==> src/rtl/sram_pkg.sv <==
// sram_pkg: FSM state encoding, default timing constants and sizing helper for sram_ctrl.
package sram_pkg;
  typedef enum logic [1:0] {IDLE, RD, WR, TURN} state_t;
  localparam int DEF_ADDR_W      = 20;
  localparam int DEF_RD_CYCLES   = 2;
  localparam int DEF_WR_CYCLES   = 2;
  localparam int DEF_TURN_CYCLES = 1;
  function automatic int max3(input int a, input int b, input int c);
    int m;
    m = (a > b) ? a : b;
    return (m > c) ? m : c;
  endfunction
endpackage

==> src/rtl/sram_req_slot.sv <==
// sram_req_slot: one-deep request register {rw, addr, data}; a load in the same cycle as a take refills it.
module sram_req_slot #(
  parameter int ADDR_W = 20
) (
  input  logic              clk,
  input  logic              rst,
  input  logic              i_load,
  input  logic              i_take,
  input  logic              i_rw,
  input  logic [ADDR_W-1:0] i_addr,
  input  logic [7:0]        i_data,
  output logic              o_valid,
  output logic              o_rw,
  output logic [ADDR_W-1:0] o_addr,
  output logic [7:0]        o_data
);
  logic              r_valid;
  logic              r_rw;
  logic [ADDR_W-1:0] r_addr;
  logic [7:0]        r_data;
  always_ff @(posedge clk or posedge rst) begin
    if (rst) begin
      r_valid <= 1'b0;
      r_rw    <= 1'b0;
      r_addr  <= '0;
      r_data  <= '0;
    end else begin
      r_valid <= i_load | (r_valid & ~i_take);
      if (i_load) begin
        r_rw   <= i_rw;
        r_addr <= i_addr;
        r_data <= i_data;
      end
    end
  end
  assign o_valid = r_valid;
  assign o_rw    = r_rw;
  assign o_addr  = r_addr;
  assign o_data  = r_data;
endmodule

==> src/rtl/sram_ctrl.sv <==
// sram_ctrl: turns single-cycle CPU mem strobes into timed async-SRAM cycles with registered pins.
// Define SRAM_CTRL_PENDING_EN to queue one strobe arriving while busy instead of dropping it.
module sram_ctrl
  import sram_pkg::*;
#(
  parameter int ADDR_W      = DEF_ADDR_W,
  parameter int RD_CYCLES   = DEF_RD_CYCLES,
  parameter int WR_CYCLES   = DEF_WR_CYCLES,
  parameter int TURN_CYCLES = DEF_TURN_CYCLES
) (
  input  logic              iClk,
  input  logic              iReset,
  input  logic [ADDR_W-1:0] iAddr,
  input  logic [7:0]        iData,
  input  logic              iRd,
  input  logic              iWr,
  input  logic              iSel,
  input  logic              iOvrClr,
  output logic [7:0]        oData,
  output logic              oValid,
  output logic              oBusy,
  output logic              oOverrun,
  output logic [ADDR_W-1:0] oSramA,
  output logic [7:0]        oSramDout,
  input  logic [7:0]        iSramDin,
  output logic              oSramDir,
  output logic              oSramOe,
  output logic              oSramWe,
  output logic              oSramCe1,
  output logic              oSramCe2
);
  localparam int CW = $clog2(max3(RD_CYCLES, WR_CYCLES, TURN_CYCLES)) + 1;
  localparam logic [CW-1:0] RD_LD = CW'(RD_CYCLES - 1);
  localparam logic [CW-1:0] WR_LD = CW'(WR_CYCLES - 1);
  localparam logic [CW-1:0] TN_LD = CW'((TURN_CYCLES > 0) ? TURN_CYCLES - 1 : 0);
  state_t            r_state, w_nxt;
  logic [CW-1:0]     r_cnt, w_cnt_nxt;
  logic              w_acc, w_coll, w_idle, w_drop, w_start, w_rd_done;
  logic              w_pend_v, w_pend_rw;
  logic [ADDR_W-1:0] w_pend_addr;
  logic [7:0]        w_pend_data;
  logic              w_st_rw;
  logic [ADDR_W-1:0] w_st_addr;
  logic [7:0]        w_st_data;
  logic              r_oe, r_we, r_dir, r_ce, r_valid, r_ovr;
  logic [ADDR_W-1:0] r_a;
  logic [7:0]        r_dout, r_data;
  assign w_acc  = (iRd | iWr) & iSel;
  assign w_coll = iRd & iWr & iSel;
  assign w_idle = (r_state == IDLE);
`ifdef SRAM_CTRL_PENDING_EN
  logic w_load;
  assign w_drop = w_acc & ~w_idle & w_pend_v;
  // In IDLE a valid slot is drained this cycle, so a new strobe may refill it
  assign w_load = w_acc & (w_idle ? w_pend_v : ~w_pend_v);
  sram_req_slot #(.ADDR_W(ADDR_W)) u_slot (
    .clk    (iClk),
    .rst    (iReset),
    .i_load (w_load),
    .i_take (w_idle & w_pend_v),
    .i_rw   (iWr),
    .i_addr (iAddr),
    .i_data (iData),
    .o_valid(w_pend_v),
    .o_rw   (w_pend_rw),
    .o_addr (w_pend_addr),
    .o_data (w_pend_data)
  );
`else
  assign w_drop      = w_acc & ~w_idle;
  assign w_pend_v    = 1'b0;
  assign w_pend_rw   = 1'b0;
  assign w_pend_addr = '0;
  assign w_pend_data = '0;
`endif
  assign w_start   = w_idle & (w_pend_v | w_acc);
  assign w_st_rw   = w_pend_v ? w_pend_rw : iWr;
  assign w_st_addr = w_pend_v ? w_pend_addr : iAddr;
  assign w_st_data = w_pend_v ? w_pend_data : iData;
  assign w_rd_done = (r_state == RD) & (r_cnt == '0);
  always_comb begin
    w_nxt     = r_state;
    w_cnt_nxt = (r_cnt == '0) ? '0 : r_cnt - 1'b1;
    unique case (r_state)
      IDLE: if (w_start) begin
        w_nxt     = w_st_rw ? WR : RD;
        w_cnt_nxt = w_st_rw ? WR_LD : RD_LD;
      end
      RD:   if (r_cnt == '0) w_nxt = IDLE;
      WR:   if (r_cnt == '0) begin
        w_nxt     = (TURN_CYCLES > 0) ? TURN : IDLE;
        w_cnt_nxt = TN_LD;
      end
      TURN: if (r_cnt == '0) w_nxt = IDLE;
      default: w_nxt = IDLE;
    endcase
  end
  always_ff @(posedge iClk or posedge iReset) begin
    if (iReset) begin
      r_state <= IDLE;
      r_cnt   <= '0;
    end else begin
      r_state <= w_nxt;
      r_cnt   <= w_cnt_nxt;
    end
  end
  // Pin strobes are decoded from the next state so they line up with the state they belong to
  always_ff @(posedge iClk or posedge iReset) begin
    if (iReset) begin
      r_oe    <= 1'b1;
      r_we    <= 1'b1;
      r_dir   <= 1'b0;
      r_ce    <= 1'b0;
      r_valid <= 1'b0;
      r_ovr   <= 1'b0;
      r_a     <= '0;
      r_dout  <= '0;
      r_data  <= '0;
    end else begin
      r_oe    <= (w_nxt != RD);
      r_we    <= (w_nxt != WR);
      r_dir   <= (w_nxt == WR) | (w_nxt == TURN);
      r_ce    <= (w_nxt != IDLE);
      r_valid <= w_rd_done;
      r_ovr   <= w_coll | w_drop | (r_ovr & ~iOvrClr);
      if (w_rd_done) r_data <= iSramDin;
      if (w_start) begin
        r_a    <= w_st_addr;
        r_dout <= w_st_data;
      end
    end
  end
  assign oData     = r_data;
  assign oValid    = r_valid;
  assign oBusy     = ~w_idle | w_pend_v;
  assign oOverrun  = r_ovr;
  assign oSramA    = r_a;
  assign oSramDout = r_dout;
  assign oSramDir  = r_dir;
  assign oSramOe   = r_oe;
  assign oSramWe   = r_we;
  assign oSramCe1  = ~r_ce;
  assign oSramCe2  = r_ce;
endmodule

==> config.mk <==
export PLATFORM = sky130hd
export DESIGN_NAME = sram_ctrl
export DESIGN_NICKNAME = d
export VERILOG_FILES = /design/src/rtl/sram_pkg.sv /design/src/rtl/sram_req_slot.sv /design/src/rtl/sram_ctrl.sv
export SDC_FILE = /design/constraint.sdc
export NUM_CORES = 1
export LEC_CHECK = 0
export BUFFER_PORTS_ARGS = -buffer_cell sky130_fd_sc_hd__buf_2
export CORE_MARGIN = 2
export CORE_UTILIZATION = 46
export DETAILED_ROUTE_END_ITERATION = 10
export GPL_ROUTABILITY_DRIVEN = 0
export PLACE_DENSITY = 0.86
export SKIP_CTS_REPAIR_TIMING = 1
export SYNTH_ARGS = -nofsm -noshare
export SYNTH_HDL_FRONTEND = slang
export SYNTH_HIERARCHICAL = 1
export SYNTH_SLANG_ARGS = --single-unit
==> constraint.sdc <==
create_clock -name iClk -period 2.1 [get_ports iClk]
set_input_delay 0.105 -clock iClk [delete_from_list [all_inputs] [get_ports iClk]]
set_output_delay 0.105 -clock iClk [all_outputs]
set_load 0.05 [all_outputs]
Word-level counts from Yosys, hierarchy flattened
Cells that the tools add are included.
- bitwise logic cells: 14
- equality and inequality tests: 7
- reduce and logical (&&, ||, !) cells: 4
- mux-type cells: 9
- add/sub/neg operators: 1
- operator list (operator ; number):
    $mux 2 ; 7
    $eq 2x2->1 const B ; 4
    $and 1x1->1 ; 7
    $pmux 2 s3 ; 1
    $logic_not 2->1 ; 2
    $or 1x1->1 ; 4
    $pmux 2 s2 ; 1
    $not 1->1 ; 3
    $eq 2x1->1 const B ; 1
    $ne 2x1->1 const B ; 1
    $ne 2x2->1 const B ; 1
    $reduce_bool 2->1 ; 1
    $reduce_or 2->1 ; 1
    $sub 2x1->2 const B ; 1
- output and inout port bits: 44
- input bits: 42
- register bits after elaboration: 46
- word-level logic and storage cells: 46

Longest topological paths before layout
Gate-level depths: netlist of the first run.
- word-level depth: 7
- depth in mapped cells: 4
- mapped depth without buffers: 3

Worst setup path after synthesis of the first run
Ideal clock, no wire load.
- path type: register to register
- start point: register r_state[0]
- end point: register r_a[10], in the netlist oSramA[10]
- library setup time: 125 ps
- path buffers: 1
- period minus slack after synthesis: 1570 ps
- data required time: 1975 ps
- arrival time: 1445 ps
- cell stages (with the launch flop): 4
- setup slack: 530 ps
- cells stage by stage: dfrtp_1 > or4b_4 > buf_6 > mux2_4
- cells in the longest elaborated chain, start to end: 2
- RTL lines (item ; RTL line ; source):
    from (decl) ; sram_ctrl.sv:36 ; state_t r_state, w_nxt;
    from (signal assigned) ; sram_ctrl.sv:103 ; r_state <= w_nxt;
    $logic_not 2->1 ; sram_ctrl.sv:50 ; assign w_idle = (r_state == IDLE);
    $and 1x1->1 ; sram_ctrl.sv:76 ; assign w_start = w_idle & (w_pend_v | w_acc);
    to (signal assigned) ; sram_ctrl.sv:128 ; r_a <= w_st_addr;
    to (decl) ; sram_ctrl.sv:46 ; logic [ADDR_W-1:0] r_a;
Every way passes these cells.
A chain may end at the register's enable or synchronous reset.

Final worst setup path of the first run
- start point: register r_state[0]
- end point: register r_dout[5], in the netlist oSramDout[5]
- cells in the longest elaborated chain, start to end: 2
- RTL lines (item ; RTL line ; source):
    $logic_not 2->1 ; sram_ctrl.sv:50 ;
    $and 1x1->1 ; sram_ctrl.sv:76 ;
    to (signal assigned) ; sram_ctrl.sv:129 ; r_dout <= w_st_data;
    to (decl) ; sram_ctrl.sv:47 ; logic [7:0] r_dout, r_data;
Every way passes these cells.

==> results.sh, run 1 <==
export IMPL_status="complete, no violations"
export IMPL_cts_tree="built"
export IMPL_num_antenna_cells=0
export IMPL_vias=1239
export IMPL_drv_slew=0
export IMPL_drc=0
export IMPL_rsz0062_at_grt="no"
export IMPL_rr_endpoint="oSramDout[5]$_DFFE_PP0P_"
export IMPL_syn_area_mm2=0.001873
export IMPL_grt_usage=0.1556
export IMPL_core_mm2=0.003971
export IMPL_dieWidth_um=67.81
export IMPL_final_common_cell="buf_2"
export IMPL_finalCritPeriodShare=0.8616
export IMPL_grt_pass1_vias=1161
export IMPL_drv_cap=0
export IMPL_worst_pin_slew_ps=839.9
export IMPL_yosys_register_bits=46
export IMPL_yosysWarnings=6
export IMPL_root_buffer="clkbuf_8"
export IMPL_cp_arrival_ps=1990
export IMPL_port_buffers=85
export IMPL_die_h_um=67.81
export IMPL_die_area_mm2=0.004598
export IMPL_r2r_start="r_state[0]$_DFF_PP0_"
export IMPL_cp_startpoint="r_state[0]$_DFF_PP0_"
export IMPL_num_rows=23
export IMPL_wl_per_cell_um=14.08
export IMPL_drive_above_1_share=0.6490
export IMPL_antenna_found_initial=0
export IMPL_fin_skew_ps=4.516
export IMPL_path_max_fanout=30
export IMPL_min_from="iSramDin[5]"
export IMPL_pin_count=86
export IMPL_finalHoldViolCount=0
export IMPL_cts_sinks=46
export IMPL_via_per_inst=4.802
export IMPL_grt_pass1_wl_mm=5.175
export IMPL_hold_depth=2
export IMPL_avgSynthCellArea_um2=16.15
export IMPL_worstHoldPathType="in2reg"
export IMPL_end_kind="flop"
export IMPL_syn_instance_count=116
export IMPL_path_clk_slew_ps=80
export IMPL_totalWireLength_mm=3.632
export IMPL_place_hpwl_mm=2.682
export IMPL_path_class="reg2reg"
export IMPL_setup_viol=0
export IMPL_insertion_delay_ps=290
export IMPL_async_flop_share=1.000
export IMPL_r2r_cells=2
export IMPL_numCtsBuffers=5
export IMPL_ys_seq_area_frac=0.6159
export IMPL_grt_overflow_total=0
export IMPL_fill_cells=303
export IMPL_num_nets_final=249
export IMPL_tns_ps=0
export IMPL_start_util=0.4716
export IMPL_syn_num_nets=158
export IMPL_area_delta_synth_final_pct=31.80
export IMPL_relSlewSlack=0.4366
export IMPL_synthFlopType="dfrtp_1"
export IMPL_synth_distinct_cells=23
export IMPL_initialDrtViolationCount=70
export IMPL_rrSetupSlack_ps=290
export IMPL_final_cell_mix="buf_2, dfrtp_1, mux2_4, mux2_2, o21ai_0"
export IMPL_htree_levels=2
export IMPL_fmax_mhz=552.7
export IMPL_cp_required_ps=2280
export IMPL_cts_buffer_depth=2
export IMPL_period_needed_ps=1809
export IMPL_grt_start_max_net_pins=31
export IMPL_worst_setup_path_start_kind="flop"
export IMPL_ant_nets=0
export IMPL_drt_pass1_iterations=4
export IMPL_synth_edf_count=0
export IMPL_holdPathEnd="oData[5]$_DFFE_PP0P_"
## worst max-delay path by stage
stage                     slack, ps  cells past startpoint                  endpoint
final                           290                      2  oSramDout[5]$_DFFE_PP0P_
after detailed placement        300                      2  oSramDout[5]$_DFFE_PP0P_
after global placement          340                      2     oSramA[6]$_DFFE_PP0P_
after CTS                       290                      2  oSramDout[5]$_DFFE_PP0P_
after floorplan                 530                      3    oSramA[10]$_DFFE_PP0P_
after global routing            250                      2     oSramA[7]$_DFFE_PP0P_
## flip-flops by register name, summed over array words and instances, names as in the netlist
name,flops
oSramDir,1
oData,8
oSramWe,1
oValid,1
r_state,2
oSramCe2,1
oOverrun,1
oSramOe,1
oSramA,20
oSramDout,8
r_cnt,2
## metrics by stage
step	worst slack, ps	utilization	instance area, um2	hold WS, ps	cells
after floorplan	529.7	-	1873	237.5	116
after global placement	336.5	0.5917	2350	204.2	249
after detailed placement	305.0	0.5917	2350	203.8	249
after CTS	292.2	0.6191	2459	-116.4	257
after global routing	247.9	0.6216	2469	27.66	258
final	290.6	0.6216	2469	37.41	258
## synthesized netlist by cell type (all sizes together), types with 2 or more instances
cell type  number  share of area
nor2            2         0.0040
a21oi           2         0.0053
dfstp           2          0.028
mux2           36           0.27
dfrtp          44           0.59
o21ai           7          0.019
or4b            2          0.013
inv             6          0.012
buf             4          0.021
## kinds of logic after synthesis
| logic type | synth area share |
|---|---|
| flip-flops | 0.6159 |
| multiplexers | 0.2725 |
| AO/OA/AOI/OAI | 0.03607 |
| AND/OR/NAND/NOR | 0.04276 |
| buffers and inverters | 0.03273 |
## layer usage
layer	up-vias	routed length (um)	part of all wire	GRT usage
met2	50	1739	0.48	0.2512
met4	0	79	0.022	0.09000
li1	587	-	-	-
met3	7	329	0.091	0.04934
met1	595	1483	0.41	0.1829
met5	-	0	0	0
## critical path, stage by stage (launching register included)
cell	delay, ps
dfrtp_1	460
or4b_4	840
mux2_4	390
## final cells by class
type | count | area, um2 | share of cell area
clock buffers | 5 | 68.82 | 0.02788
clock inverters | 3 | 40.04 | 0.01622
inverters | 6 | 22.52 | 0.009123
multi-input cells | 60 | 658.1 | 0.2666
flip-flops and latches | 46 | 1154 | 0.4673
well taps | 50 | 62.56 | 0.02534
repair buffers | 88 | 462.9 | 0.1875
Power of run 1 is not shown: default switching activity piles up to over one toggle a cycle in this logic, so the estimate is an artifact.
==> run 2: changes to the inputs <==
- CAP_MARGIN: not set -> 20
- CORE_UTILIZATION: 46 -> 48
- CTS_BUF_LIST: not set -> sky130_fd_sc_hd__clkbuf_2 sky130_fd_sc_hd__clkbuf_4 sky130_fd_sc_hd__clkbuf_8
- PLACE_DENSITY: 0.86 -> 0.89
==> run 2 against run 1 <==
Effect of this change: final area down 1.2%; die area shrank 3.9%; worst setup slack got worse by 22 ps; non-clock buffer count increased by 1; critical path type unchanged; critical endpoint is now oSramDout[7]$_DFFE_PP0P_; largest cell class unchanged.
==> results.sh, run 2 (synthesis results as in run 1) <==
export IMPL_drive_above_1_share=0.6555
export IMPL_place_ws_ps=288.2
export IMPL_relSlewSlack=0.6261
export IMPL_place_hpwl_mm=2.847
export IMPL_place_inst=248
export IMPL_path_clk_slew_ps=80
export IMPL_grt_usage=0.1794
export IMPL_num_antenna_cells=0
export IMPL_cp_slowest_cell="or4b_4"
export IMPL_path_max_fanout=30
export IMPL_grt_pass1_vias=1164
export IMPL_final_cell_mix="buf_2, dfrtp_1, mux2_4, mux2_2, o21ai_0"
export IMPL_drv_cap=0
export IMPL_root_buffer="clkbuf_8"
export IMPL_area_delta_synth_final_pct=30.19
export IMPL_vias=1258
export IMPL_num_nets_final=250
export IMPL_min_from="iAddr[18]"
export IMPL_finalCritPeriodShare=0.8723
export IMPL_status="complete, no violations"
export IMPL_cts_buffer_depth=2
export IMPL_ant_nets=0
export IMPL_start_util=0.5040
export IMPL_insertion_delay_ps=290
export IMPL_totalWireLength_mm=3.808
export IMPL_cts_tree="built"
export IMPL_period_needed_ps=1832
export IMPL_htree_levels=2
export IMPL_die_h_um=66.47
export IMPL_initialDrtViolationCount=57
export IMPL_crit_path_cell_trace="or4b_4 -> mux2_4"
export IMPL_r2r_start="r_state[0]$_DFF_PP0_"
export IMPL_worst_slack_ps=268.2
export IMPL_fin_util=0.6562
export IMPL_wl_per_cell_um=14.82
export IMPL_fmax_mhz=545.9
export IMPL_drc=0
export IMPL_path_class="reg2reg"
export IMPL_drv_slew=0
export IMPL_port_buffers=85
export IMPL_finalHoldViolCount=0
export IMPL_worst_path_buf_inv=0
export IMPL_instances_no_fill=257
export IMPL_end_kind="flop"
export IMPL_grt_start_max_net_pins=31
export IMPL_setup_viol=0
export IMPL_pin_count=86
export IMPL_cp_startpoint="r_state[0]$_DFF_PP0_"
export IMPL_cp_arrival_ps=2010
export IMPL_worst_setup_path_start_kind="flop"
export IMPL_critPathMaxStageDelay_ps=840
export IMPL_core_mm2=0.003716
export IMPL_tns_ps=0
export IMPL_cp_top_family="simple AND/OR/NAND/NOR gates"
export IMPL_dieWidth_um=66.47
export IMPL_worst_pin_slew_ps=560.9
export IMPL_fill_cells=284
export IMPL_drt_pass1_iterations=4
export IMPL_rsz0062_at_grt="no"
export IMPL_fin_skew_ps=7.373
export IMPL_antenna_found_initial=0
export IMPL_grt_pass1_wl_mm=5.589
export IMPL_num_rows=22
export IMPL_via_per_inst=4.895
export IMPL_largest_reg_flops=20
export IMPL_cts_sinks=46
export IMPL_grt_overflow_total=0
export IMPL_die_area_mm2=0.004418
export IMPL_numCtsBuffers=5
export IMPL_cp_required_ps=2280
export IMPL_worstHoldPathType="in2reg"
export IMPL_final_common_cell="buf_2"
==> run 2: worst reg2reg max path, cell delays in order, from the launching register on <==
cell and delay [ps]:
dfrtp_1 460, or4b_4 840, mux2_4 430
==> run 2: final timing paths <==
kind | endpoint | slack, ps | depth (start not counted)
max in group asynchronous | oSramWe$_DFF_PP1_ | 1270 | 4
setup / recovery | oSramDout[7]$_DFFE_PP0P_ | 270 | 2
hold reg to reg | oOverrun$_DFF_PP0_ | 500 | 1
min in group asynchronous | oSramA[17]$_DFFE_PP0P_ | 270 | 3
setup reg to reg | oSramDout[7]$_DFFE_PP0P_ | 270 | 2
hold / removal | oSramA[18]$_DFFE_PP0P_ | 40 | 2
==> run 2: metrics by stage <==
step / hold WS (ps) / instance area, um2
2_1_floorplan: 237.5 / 1873
3_3_place_gp: 10.36 / 2342
3_5_place_dp: 12.92 / 2342
4_1_cts: -312.4 / 2429
5_1_grt: 25.67 / 2439
6_report: 39.20 / 2439
==> run 2: per-layer routing <==
layer	global-route usage	vias to the layer above	share of wire
met2	0.3100	51	0.52
met4	0.08418	0	0.019
met1	0.2052	615	0.39
li1	-	586	-
met5	0	-	0
met3	0.04899	6	0.064
==> run 2: final cells by class <==
| type | instances | area (um2) | area share |
|---|---|---|---|
| clock buffer | 6 | 76.32 | 0.03130 |
| inverter | 6 | 22.52 | 0.009236 |
| clock inverter | 2 | 10.01 | 0.004105 |
| timing repair buffer | 89 | 457.9 | 0.1878 |
| multi-input combinational | 60 | 658.1 | 0.2699 |
| tap | 48 | 60.06 | 0.02463 |
| sequential | 46 | 1154 | 0.4731 |
Power of run 2 is left out for the same reason.
